File: src/rtl/fidus_clock_monitor_pkg.sv
`default_nettype none
// ============================================================================
// fidus_clock_monitor_pkg : state encoding and defaults for the clock monitor
// Revision: 1.0
// ============================================================================
package fidus_clock_monitor_pkg;

  localparam int CNT_W_DEFAULT = 16;

  localparam logic [1:0] ST_IDLE    = 2'd0;
  localparam logic [1:0] ST_ARM     = 2'd1;
  localparam logic [1:0] ST_MEASURE = 2'd2;

endpackage
`default_nettype wire

File: src/rtl/fidus_clock_monitor_sync_edge_det.sv
`default_nettype none
// ============================================================================
// fidus_sync_edge_det : multi-flop synchronizer plus delay flop, edge pulses
// Revision: 1.0
// ============================================================================
module fidus_sync_edge_det #(
  parameter int SYNC_STAGES = 2
) (
  input  logic clk_i,
  input  logic rst_ni,
  input  logic async_i,
  output logic level_o,
  output logic rise_o,
  output logic fall_o
);

  logic [SYNC_STAGES-1:0] sync_q;
  logic                   delay_q;

  always_ff @(posedge clk_i or negedge rst_ni) begin
    if (!rst_ni) begin
      sync_q  <= '0;
      delay_q <= 1'b0;
    end else begin
      sync_q  <= {sync_q[SYNC_STAGES-2:0], async_i};
      delay_q <= sync_q[SYNC_STAGES-1];
    end
  end

  assign level_o = sync_q[SYNC_STAGES-1];
  assign rise_o  = sync_q[SYNC_STAGES-1] & ~delay_q;
  assign fall_o  = ~sync_q[SYNC_STAGES-1] & delay_q;

endmodule
`default_nettype wire

File: src/rtl/fidus_clock_monitor.sv
`default_nettype none
// ============================================================================
// fidus_clock_monitor : measures period/high time of a clock, flags violations
// Revision: 1.0
// ============================================================================
module fidus_clock_monitor
  import fidus_clock_monitor_pkg::*;
#(
  parameter int CNT_W       = CNT_W_DEFAULT,
  parameter int SYNC_STAGES = 2
) (
  input  logic             i_clock,
  input  logic             i_reset_n,
  input  logic             i_mon_clock,
  input  logic             i_enable,
  input  logic             i_clear,
  input  logic [CNT_W-1:0] i_period_min,
  input  logic [CNT_W-1:0] i_period_max,
  input  logic [CNT_W-1:0] i_high_min,
  input  logic [CNT_W-1:0] i_high_max,
  input  logic [CNT_W-1:0] i_timeout,
  output logic             o_meas_valid,
  output logic [CNT_W-1:0] o_period,
  output logic [CNT_W-1:0] o_high_time,
  output logic             o_period_err,
  output logic             o_high_err,
  output logic             o_stopped
);

  localparam logic [CNT_W-1:0] CNT_MAX = '1;
  localparam logic [CNT_W-1:0] CNT_ONE = {{(CNT_W-1){1'b0}}, 1'b1};

  function automatic logic [CNT_W-1:0] sat_inc(input logic [CNT_W-1:0] v);
    return (v == CNT_MAX) ? v : v + CNT_ONE;
  endfunction

  logic mon_level, mon_rise, mon_fall;

  fidus_sync_edge_det #(
    .SYNC_STAGES (SYNC_STAGES)
  ) u_sync_edge_det (
    .clk_i   (i_clock),
    .rst_ni  (i_reset_n),
    .async_i (i_mon_clock),
    .level_o (mon_level),
    .rise_o  (mon_rise),
    .fall_o  (mon_fall)
  );

  logic [1:0]       state_q, state_d;
  logic [CNT_W-1:0] period_cnt_q, period_cnt_d;
  logic [CNT_W-1:0] high_cnt_q, high_cnt_d;
  logic [CNT_W-1:0] since_rise_q, since_rise_d;
  logic             meas_valid_q, meas_valid_d;
  logic [CNT_W-1:0] period_q, period_d;
  logic [CNT_W-1:0] high_time_q, high_time_d;
  logic             period_err_q, period_err_d;
  logic             high_err_q, high_err_d;
  logic             stopped_q, stopped_d;

  logic [CNT_W:0]   since_rise_next;
  logic             timeout_hit;
  logic [CNT_W-1:0] period_new;

  // Timeout fires on the cycle that would make the count reach i_timeout.
  assign since_rise_next = {1'b0, since_rise_q} + {1'b0, CNT_ONE};
  assign timeout_hit     = (i_timeout != '0) && (since_rise_next >= {1'b0, i_timeout});
  assign period_new      = sat_inc(period_cnt_q);

  always_comb begin
    state_d      = state_q;
    period_cnt_d = period_cnt_q;
    high_cnt_d   = high_cnt_q;
    since_rise_d = since_rise_q;
    meas_valid_d = 1'b0;
    period_d     = period_q;
    high_time_d  = high_time_q;
    period_err_d = period_err_q & ~i_clear;
    high_err_d   = high_err_q & ~i_clear;
    stopped_d    = stopped_q & ~i_clear;

    case (state_q)
      ST_IDLE: begin
        period_cnt_d = '0;
        high_cnt_d   = '0;
        since_rise_d = '0;
        if (i_enable) state_d = ST_ARM;
      end
      ST_ARM: begin
        period_cnt_d = '0;
        high_cnt_d   = '0;
        if (mon_rise) begin
          state_d      = ST_MEASURE;
          since_rise_d = '0;
        end else if (timeout_hit) begin
          stopped_d    = 1'b1;
          since_rise_d = '0;
        end else begin
          since_rise_d = sat_inc(since_rise_q);
        end
      end
      ST_MEASURE: begin
        if (mon_rise) begin
          meas_valid_d = 1'b1;
          period_d     = period_new;
          high_time_d  = high_cnt_q;
          if ((period_new < i_period_min) || (period_new > i_period_max)) period_err_d = 1'b1;
          if ((high_cnt_q < i_high_min) || (high_cnt_q > i_high_max)) high_err_d = 1'b1;
          period_cnt_d = '0;
          high_cnt_d   = '0;
          since_rise_d = '0;
        end else if (timeout_hit) begin
          stopped_d    = 1'b1;
          state_d      = ST_ARM;
          period_cnt_d = '0;
          high_cnt_d   = '0;
          since_rise_d = '0;
        end else begin
          period_cnt_d = sat_inc(period_cnt_q);
          since_rise_d = sat_inc(since_rise_q);
          // High time includes the cycle on which the fall is seen.
          if (mon_level || mon_fall) high_cnt_d = sat_inc(high_cnt_q);
        end
      end
      default: state_d = ST_IDLE;
    endcase

    if (!i_enable) state_d = ST_IDLE;
  end

  always_ff @(posedge i_clock or negedge i_reset_n) begin
    if (!i_reset_n) begin
      state_q      <= ST_IDLE;
      period_cnt_q <= '0;
      high_cnt_q   <= '0;
      since_rise_q <= '0;
      meas_valid_q <= 1'b0;
      period_q     <= '0;
      high_time_q  <= '0;
      period_err_q <= 1'b0;
      high_err_q   <= 1'b0;
      stopped_q    <= 1'b0;
    end else begin
      state_q      <= state_d;
      period_cnt_q <= period_cnt_d;
      high_cnt_q   <= high_cnt_d;
      since_rise_q <= since_rise_d;
      meas_valid_q <= meas_valid_d;
      period_q     <= period_d;
      high_time_q  <= high_time_d;
      period_err_q <= period_err_d;
      high_err_q   <= high_err_d;
      stopped_q    <= stopped_d;
    end
  end

  assign o_meas_valid = meas_valid_q;
  assign o_period     = period_q;
  assign o_high_time  = high_time_q;
  assign o_period_err = period_err_q;
  assign o_high_err   = high_err_q;
  assign o_stopped    = stopped_q;

endmodule
`default_nettype wire
File: config.mk
export PLATFORM = sky130hd
export DESIGN_NAME = fidus_clock_monitor
export DESIGN_NICKNAME = d
export VERILOG_FILES = /design/src/rtl/fidus_clock_monitor_pkg.sv /design/src/rtl/fidus_clock_monitor_sync_edge_det.sv /design/src/rtl/fidus_clock_monitor.sv
export SDC_FILE = /design/constraint.sdc
export NUM_CORES = 1
export LEC_CHECK = 0
export BUFFER_PORTS_ARGS = -buffer_cell sky130_fd_sc_hd__buf_4
export CAP_MARGIN = 20
export CORE_ASPECT_RATIO = 0.7
export CORE_MARGIN = 2
export CORE_UTILIZATION = 45
export CTS_BUF_LIST = sky130_fd_sc_hd__clkbuf_8
export DETAILED_ROUTE_END_ITERATION = 8
export PLACE_DENSITY = 0.71
export SLEW_MARGIN = 40
export SYNTH_ARGS = -nofsm -noshare
export SYNTH_HDL_FRONTEND = slang
export SYNTH_SLANG_ARGS = --single-unit
File: constraint.sdc
create_clock -name i_clock -period 3.1 [get_ports i_clock]
set_input_delay 0.775 -clock i_clock [delete_from_list [all_inputs] [get_ports i_clock]]
set_output_delay 0.775 -clock i_clock [all_outputs]
set_load 0.005 [all_outputs]
# Word-level counts from Yosys, hierarchy flattened
# Cells that the tools add are included.
classes:
  eq_ne: 11
  addsub: 4
  n_lt_le_gt_ge: 5
  n_reduce_logical: 14
  bitwise: 8
  muxes: 29
op_table:
  columns: ["cell", "count"]
  rows:
  - ["$mux 16", 10]
  - ["$pmux 16 s2", 3]
  - ["$add 16x1->16 const B", 3]
  - ["$eq 16x16->1 const B", 3]
  - ["$gt 16x16->1", 2]
  - ["$lt 16x16->1", 2]
  - ["$add 16x1->17 const B", 1]
  - ["$ge 17x16->1", 1]
  - ["$reduce_bool 16->1", 1]
  - ["$ne 4x4->1 const B", 3]
  - ["$mux 1", 11]
  - ["$ne 3x3->1 const B", 3]
  - ["$mux 2", 4]
  - ["$pmux 2 s3", 1]
  - ["$reduce_and 3->1", 2]
  - ["$and 1x1->1", 5]
  - ["$reduce_and 2->1", 2]
  - ["$reduce_bool 2->1", 2]
  - ["$reduce_or 2->1", 2]
  - ["$logic_or 1x1->1", 3]
  - ["$not 1->1", 3]
  - ["$eq 2x1->1 const B", 1]
  - ["$eq 2x2->1 const B", 1]
  - ["$logic_not 2->1", 1]
  - ["$logic_and 1x1->1", 1]
totals:
  output_inout_bits: 36
  input_bits: 85
  reg_bits: 89

# Logic depth before layout (Yosys ltp)
# Gate-level depths: netlist (run 1).
logic_depth:
  ltp_word: 7
  mapped_depth: 15
  mapped_depth_nobuf: 14

# Modules after synthesis
# A second synthesis (run 1) with hierarchy kept.
unflattened:
  hier_cells: 747
  area_unflattened_um2: 6623.9
by_module_without_submodules:
  columns: ["mod", "area_each_um2", "cells_per_inst", "seq_area_each_um2", "instances"]
  rows:
  - ["fidus_clock_monitor", 6533.8, 742, 2152.1, 1]
  - ["fidus_sync_edge_det", 90.1, 5, 75.1, 1]

# Least setup slack after synthesis (run 1)
# OpenSTA, ideal clock, no wires.
synth_timing:
  kind: "flip-flop to flip-flop"
  start: "register since_rise_q[0]"
  end: "register high_cnt_q[14]"
  path_stages_with_launch: 15
  path_slack_ps: -137
  period_less_slack_ps: 3237
  path_buffers: 1
  t_arrival_ps: 3136
  setup_time_ps: 101
  cell_sequence: "dfrtp_1 ha_1 nand3_2 nor2_1 and3_1 xor2_1 ha_1 nand4_1 nor3_1 a2111oi_1 o2111ai_2 a21oi_4 nand2_2 buf_6 o311ai_2"
synth_via:
  elab_chain_cells: 6
  elab_cells_between_ends: 9
  cone_classes: "add/sub (1); order compare (1); eq/ne (2); mux (3); reduce/logical (2)"
synth_lines:
  columns: ["element", "line_no", "text"]
  rows:
  - ["start: declaration", "fidus_clock_monitor.sv:53", "logic [CNT_W-1:0] since_rise_q, since_rise_d;"]
  - ["start signal: assignment", "fidus_clock_monitor.sv:147", "since_rise_q <= since_rise_d;"]
  - ["$add 16x1->17 *", "fidus_clock_monitor.sv:66", "assign since_rise_next = {1'b0, since_rise_q} + {1'b0, CNT_ONE};"]
  - ["$ge 17x16->1 *", "fidus_clock_monitor.sv:67", "assign timeout_hit = (i_timeout != '0) && (since_rise_next >= {1'b0, i_timeout});"]
  - ["$logic_and 1x1->1 *", "fidus_clock_monitor.sv:67", null]
  - ["$mux 16", "fidus_clock_monitor.sv:112", "end else if (timeout_hit) begin"]
  - ["$mux 16", "fidus_clock_monitor.sv:103", "if (mon_rise) begin"]
  - ["$pmux 16 s2", "fidus_clock_monitor.sv:82", "case (state_q)"]
  - ["end signal: assignment", "fidus_clock_monitor.sv:146", "high_cnt_q <= high_cnt_d;"]
  - ["end: declaration", "fidus_clock_monitor.sv:52", "logic [CNT_W-1:0] high_cnt_q, high_cnt_d;"]
# Every way passes the cells marked *; elsewhere a longest branch is shown, timed or not.
# A chain may end at the register's enable or synchronous reset.

# Final worst setup path (run 1)
layout_timing:
  start: "register since_rise_q[1]"
  end: "register high_cnt_q[2]"
# The elaborated chain is that of the path after synthesis.

==> results_dict.tcl, run 1 <==
set metrics [dict create \
    yosys-top-cells-area "dfrtp_1 (34%), ha_1 (16%), inv_1 (5.7%)" \
    max_freq_ghz 0.316 \
    clk_latency_ps 390 \
    ff2ff_path_depth 14 \
    drv_cap 0 \
    numClockSinks 89 \
    seq_area_frac_synth_pct 33.8 \
    place.gp.congestion 0.910 \
    drt-initial-drc-count 362 \
    synth_area_per_cell_um2 8.76 \
    violations "setup timing" \
    critical_path_buf_inv_count 2 \
    power_switching_uw 772 \
    arrival_ps 3480 \
    cp_cell_sequence "ha_4 > nand3_4 > nor2_4 > buf_4 > xor2_1 > ha_1 > nand4_1 > nor3_2 > a2111oi_4 > o2111ai_4 > a21oi_4 > buf_4 > nand2_4 > o31ai_4" \
    criticalPathCategory "reg2reg" \
    syn_nets 923 \
    preCtsSetupSlack_ps -232 \
    setup_slack_ps -61.6 \
    clock-root-buffer "clkbuf_8" \
    grt_max_degree 44 \
    diodes 0 \
    peakVddDrop_mv 0.225 \
    drc_errors 0 \
    finalCritPeriodShare_pct 102 \
    p_sw_share_pct 29.7 \
    critPathMaxStageDelay_ps 430 \
    coreArea_um2 14100 \
    clkPwrFrac_pct 32.5 \
    grt_use_total_pct 23.2 \
    finalSetupViolCount 15 \
    clk_path_buf_depth 2 \
    timing.hold.ws_ps 330 \
    pwr-share-comb_pct 20.7 \
    fp.dieH_um 105 \
    tightest_slew_ps 663 \
    ys.flop_type "dfrtp_1" \
    status "finished with violations" \
    cp.required_ps 3410 \
    skew_ps 21.2 \
    netlist.area_leader.share_pct 33.8 \
    cts_made_buffers 9 \
    hp-class "in2async" \
    hold_viol_final 0 \
    r2r-end "high_cnt_q[2]" \
    dpl.hpwl_um 13300 \
    path_max_fanout 6 \
    rsz0062_at_grt "yes" \
    ant_nets 0 \
    layout.cells.non_filler 1135 \
    dp.cells 1106 \
    p_int_uw 1830 \
    path_delay_family "compound AO/OA/AOI/OAI gates" \
    grt_pass1_vias 5902 \
    p_seq_share_pct 46.7 \
    cts_tree "built" \
    synthCells 752 \
    r2r-start "since_rise_q[1]" \
    io_buffers 120 \
    leakagePower_uw 0.00465 \
    syn-cell-area_um2 6590 \
    antenna_found_initial 0 \
    routed-via-count 6181 \
    dieArea_um2 15600 \
    wire_per_inst_um 15.8 \
    synthArstFlopShare_pct 100 \
    p_per_area_nw_per_um2 294 \
    dr.pass1.iters 5 \
    min_period_ps 3160 \
    clk_pin_slew_ps 110 \
    startpoint_type "register" \
    wirelength_um 17900 \
    end_kind "register" \
    io_pins 121 \
    r2r_setup_slack_ps -60 \
    synth-edff-count 0 \
    overflow 0 \
    path_common_cell "buf_4" \
    rows 36 \
    synth-warning-count 0 \
    grt_pass1_wl_um 29200 \
    yosysTopAreaCell "dfrtp_1" \
    vias_per_cell 5.45 \
    synth-seq-cells 89 \
    setup_tns_ps -481 \
    relSlewSlack_pct 55.4 \
    area.growth.synth_to_final_pct 34.5 \
    slew_viol_final 0 \
    fp.dieW_um 149 \
    initial_utilization_pct 46.7 \
    synth_cell_type_count 61 \
    drive_gt1_share_pct 31.4 \
    htree_levels 3 \
    final_nets 1111 \
    cpMaxStageDelayCell "dfrtp_1" \
]
[synthesized netlist by cell type, types with 2 or more instances]
library cell and instances:
xnor2_1 14, a31oi_1 11, buf_2 6, clkbuf_1 10
ha_1 86, o31ai_1 10, and3_1 11, nor2b_1 10
o211ai_1 5, mux2i_1 3, a22o_1 10, nor3_1 9
a221o_1 2, and3_4 2, nor4_1 8, o2111ai_1 2
nand4_1 21, nand3b_1 6, o2bb2ai_1 3, or3_1 8
nand2_1 77, o21ai_1 2, nand2b_1 7, dfrtp_1 89
o21a_1 5, nand3_1 44, a21o_1 12, xor2_1 11
and2_1 4, nor2_1 32, a211oi_1 7, a21oi_1 39
inv_1 100, o311ai_2 2, mux2_2 18, o21ai_0 32
o22ai_1 6, o311ai_1 3, or2_2 3
[cells in the final DEF, fill, tap and decap left out, types with 9 or more instances in the layout]
master,instances
buf_4,186
inv_1,101
dfrtp_1,87
ha_1,84
nand2_1,76
nand3_1,36
a21oi_1,32
nor2_1,28
o21ai_0,26
nand4_1,21
mux2_2,18
xnor2_1,12
a21o_1,12
a31oi_1,11
a22o_1,10
nor2b_1,9
clkbuf_8,9
[per-stage QoR]
step           area, um^2  util [%]  total power [uW]
2_1_floorplan        6610         -              1490
3_3_place_gp         8160      57.9              1720
3_5_place_dp         8160      57.9              1730
4_1_cts              8580      60.8              2600
5_1_grt              8860      62.8              2740
6_report             8860      62.8              2600
[worst register-to-register path: cells and delay by family, from the launching register on]
| family | cells | cell delay, ps |
|---|---|---|
| compound gates | 4 | 1120 |
| xor+xnor | 1 | 180 |
| fa+ha+maj | 2 | 470 |
| buf+inv | 2 | 290 |
| flops | 1 | 430 |
| simple gates | 5 | 600 |
[power groups by stage]
stage                     Combinational [uW]  Clock (uW)  Sequential (uW)
after floorplan                          248           0             1240
after global placement                   487           0             1240
after detailed placement                 489           0             1240
after CTS                                513         876             1220
after global routing                     602         921             1220
final                                    539         846             1210
[worst max path at each step]
stage	from	endpoint	slack, ps	cells past startpoint
after floorplan	since_rise_q[0]	high_cnt_q[14]	20	14
after global placement	since_rise_q[1]	high_cnt_q[8]	-80	13
after detailed placement	since_rise_q[1]	high_cnt_q[10]	-230	13
after CTS	since_rise_q[0]	period_cnt_q[5]	-20	16
after global routing	since_rise_q[0]	high_cnt_q[8]	-220	14
final	since_rise_q[1]	high_cnt_q[2]	-60	14
[cell type report]
class | instances | area, um^2
Clock buffer | 9 | 124
Clock inverter | 7 | 76.3
Fill cell | 1206 | 5240
Inverter | 100 | 375
Multi-Input combinational cell | 545 | 4300
Sequential cell | 89 | 2230
Tap cell | 190 | 238
Timing Repair Buffer | 195 | 1520
[logic make-up after synthesis]
logic type | count (synthesis) | synth area share [%]
AND/OR/NAND/NOR | 251 | 19.4
AO/OA/AOI/OAI | 161 | 16.5
buffers and inverters | 119 | 7.07
flip-flops | 89 | 33.8
adder cells (fa/ha/maj) | 86 | 16.3
XOR/XNOR | 25 | 3.32
multiplexers | 21 | 3.53
[metal layers]
metal / GRT usage (%) / wire, um / vias to the layer above
li1: - / - / 3041
met3: 4.16 / 997 / 19
met5: 0 / 0 / -
met1: 34.0 / 8560 / 2928
met2: 35.5 / 8140 / 193
met4: 5.51 / 245 / 0
[state kept, by name, summed over array words and instances, names as in the netlist]
signal and flops:
high_cnt_q 16, u_sync_edge_det.sync_q 2, o_meas_valid 1, o_high_err 1, o_stopped 1, state_q 2, since_rise_q 16, o_period 16
u_sync_edge_det.delay_q 1, o_period_err 1, period_cnt_q 16, o_high_time 16
[what timing repair did]
item | CTS | global route
gates cloned | 1 | 0
buffers inserted | 6 | 7
gates resized for setup | 29 | 52
endpoints found under the setup margin | 49 | 51
hold buffers | 0 | 0
pin swaps | 12 | 26
Power figures use the tool's default switching activity.
==> inputs of run 2 (changes only) <==
- CORE_MARGIN: 2 -> default
- CTS_BUF_LIST: sky130_fd_sc_hd__clkbuf_8 -> default
==> run 2 against run 1 <==
Compared with the run above:
- the flow still finishes with violations (setup timing)
- combinational power is 12% higher
- design area is 5.1% higher
- die area is 3.2% lower
==> results_dict.tcl, run 2 (same netlist as run 1, synthesis figures left out) <==
set metrics [dict create \
    status "finished with violations" \
    violations "setup timing" \
    total_power_uw 2960 \
    numClockSinks 89 \
    hold_viol_final 0 \
    fp.dieW_um 147 \
    p_int_uw 2110 \
    skew_ps 11.5 \
    p_seq_share_pct 41.0 \
    p_per_area_nw_per_um2 318 \
    dr.pass1.iters 7 \
    r2r_setup_slack_ps -120 \
    fill_cells 1122 \
    io_buffers 120 \
    cp.required_ps 3330 \
    routed-via-count 6264 \
    grt_pass1_wl_um 28400 \
    cts_made_buffers 9 \
    diodes 0 \
    area.growth.synth_to_final_pct 41.3 \
    place.gp.congestion 0.958 \
    drive_gt1_share_pct 35.7 \
    wirelength_um 18900 \
    power_switching_uw 850 \
    tightest_slew_ps 688 \
    criticalPathCategory "reg2reg" \
    fp.dieH_um 103 \
    grt_max_degree 49 \
    dieArea_um2 15100 \
    end_kind "register" \
    drc_errors 0 \
    clk_pin_slew_ps 80 \
    setup_tns_ps -1940 \
    drv_cap 0 \
    clk_latency_ps 350 \
    grt_use_total_pct 23.9 \
    io_pins 121 \
    rsz0062_at_grt "yes" \
    finalCritPeriodShare_pct 104 \
    clkPwrFrac_pct 38.5 \
    clk_path_buf_depth 2 \
    wire_per_inst_um 16.4 \
    hp-class "reg2reg" \
    multi_input_area_um2 4530 \
    seq_area_um2 2230 \
    leakagePower_uw 0.00477 \
    arrival_ps 3450 \
    cts_tree "built" \
    place_area_um2 8130 \
    max_freq_ghz 0.311 \
    coreArea_um2 14100 \
    clock-root-buffer "clkbuf_16" \
    htree_levels 3 \
    relSlewSlack_pct 53.7 \
    startpoint_type "register" \
    final_cell_mix "buf_4 (193), inv_1 (100), dfrtp_1 (88), ha_1 (84), nand2_1 (74)" \
    slew_viol_final 0 \
    setup_slack_ps -118 \
    initial_utilization_pct 46.7 \
    min_period_ps 3220 \
    drt-initial-drc-count 372 \
    dpl.hpwl_um 13100 \
    ant_nets 0 \
    finalSetupViolCount 34 \
    vias_per_cell 5.46 \
    layout_commonest_cell "buf_4" \
    rows 36 \
    peakVddDrop_mv 0.216 \
    hold_buffers 0 \
    final_nets 1124 \
    timing.hold.ws_ps 358 \
    path_max_fanout 5 \
    fin_util_pct 66.0 \
    final_cell_area_um2 9310 \
    grt_pass1_vias 5720 \
    antenna_found_initial 0 \
    pwr-share-comb_pct 20.4 \
    p_sw_share_pct 28.7 \
    overflow 0 \
]
run 2: path summary, 6_finish.rpt:
check                      cells after the start                      start                        end
min in group asynchronous                      1                  i_reset_n             o_high_time[4]
setup reg to reg                              15            since_rise_q[8]             high_cnt_q[13]
max in group asynchronous                      2                  i_reset_n           since_rise_q[13]
hold / removal                                 0  u_sync_edge_det.sync_q[0]  u_sync_edge_det.sync_q[1]
hold reg to reg                                0  u_sync_edge_det.sync_q[0]  u_sync_edge_det.sync_q[1]
setup / recovery                              15            since_rise_q[8]             high_cnt_q[13]
run 2: timing repair:
action / 4_1_cts / 5_1_grt
gates resized for setup: 29 / 107
setup buffers: 10 / 17
cloned: 2 / 0
endpoints found under the setup margin: 41 / 52
pin swaps: 22 / 53
run 2: layout make-up:
type,count,area share (%)
multi-input cells,545,48.7
clock inverters,7,0.860
clock buffers,9,2.42
repair buffers,208,17.5
well taps,190,2.55
flip-flops and latches,89,23.9
inverters,100,4.03
run 2: power by group through the flow:
stage | clock network, uW | registers (uW) | logic (uW)
after floorplan | 0 | 1240 | 248
after global placement | 0 | 1240 | 483
after detailed placement | 0 | 1240 | 487
after CTS | 1160 | 1210 | 538
after global routing | 1210 | 1220 | 668
final | 1140 | 1210 | 605
run 2: worst max-delay path, cell delays in order, from the launching register on:
cell and delay, ps:
dfrtp_1 350, nand4_1 220, nor3_4 300, buf_4 150, and3_4 190, xor2_2 60
ha_1 300, nand4_1 140, buf_4 180, o41ai_4 340, a21oi_2 80, o2111ai_4 100
a21oi_4 130, buf_6 150, and3_4 160, a221o_1 260
run 2: metal layers:
layer | GRT usage, % | wire (um) | vias to the layer above | share of wire, %
li1 | - | - | 3078 | -
met3 | 6.32 | 1120 | 29 | 6.0
met1 | 32.9 | 8820 | 2966 | 47
met5 | 0 | 0 | - | 0
met2 | 38.0 | 8670 | 191 | 46
met4 | 5.29 | 235 | 0 | 1.2
run 2: stage by stage:
step           instances  setup slack (ps)
2_1_floorplan        752              19.5
4_1_cts             1134             -16.1
3_5_place_dp        1106              -206
5_1_grt             1148              -228
6_report            1148              -118
3_3_place_gp        1106             -56.8
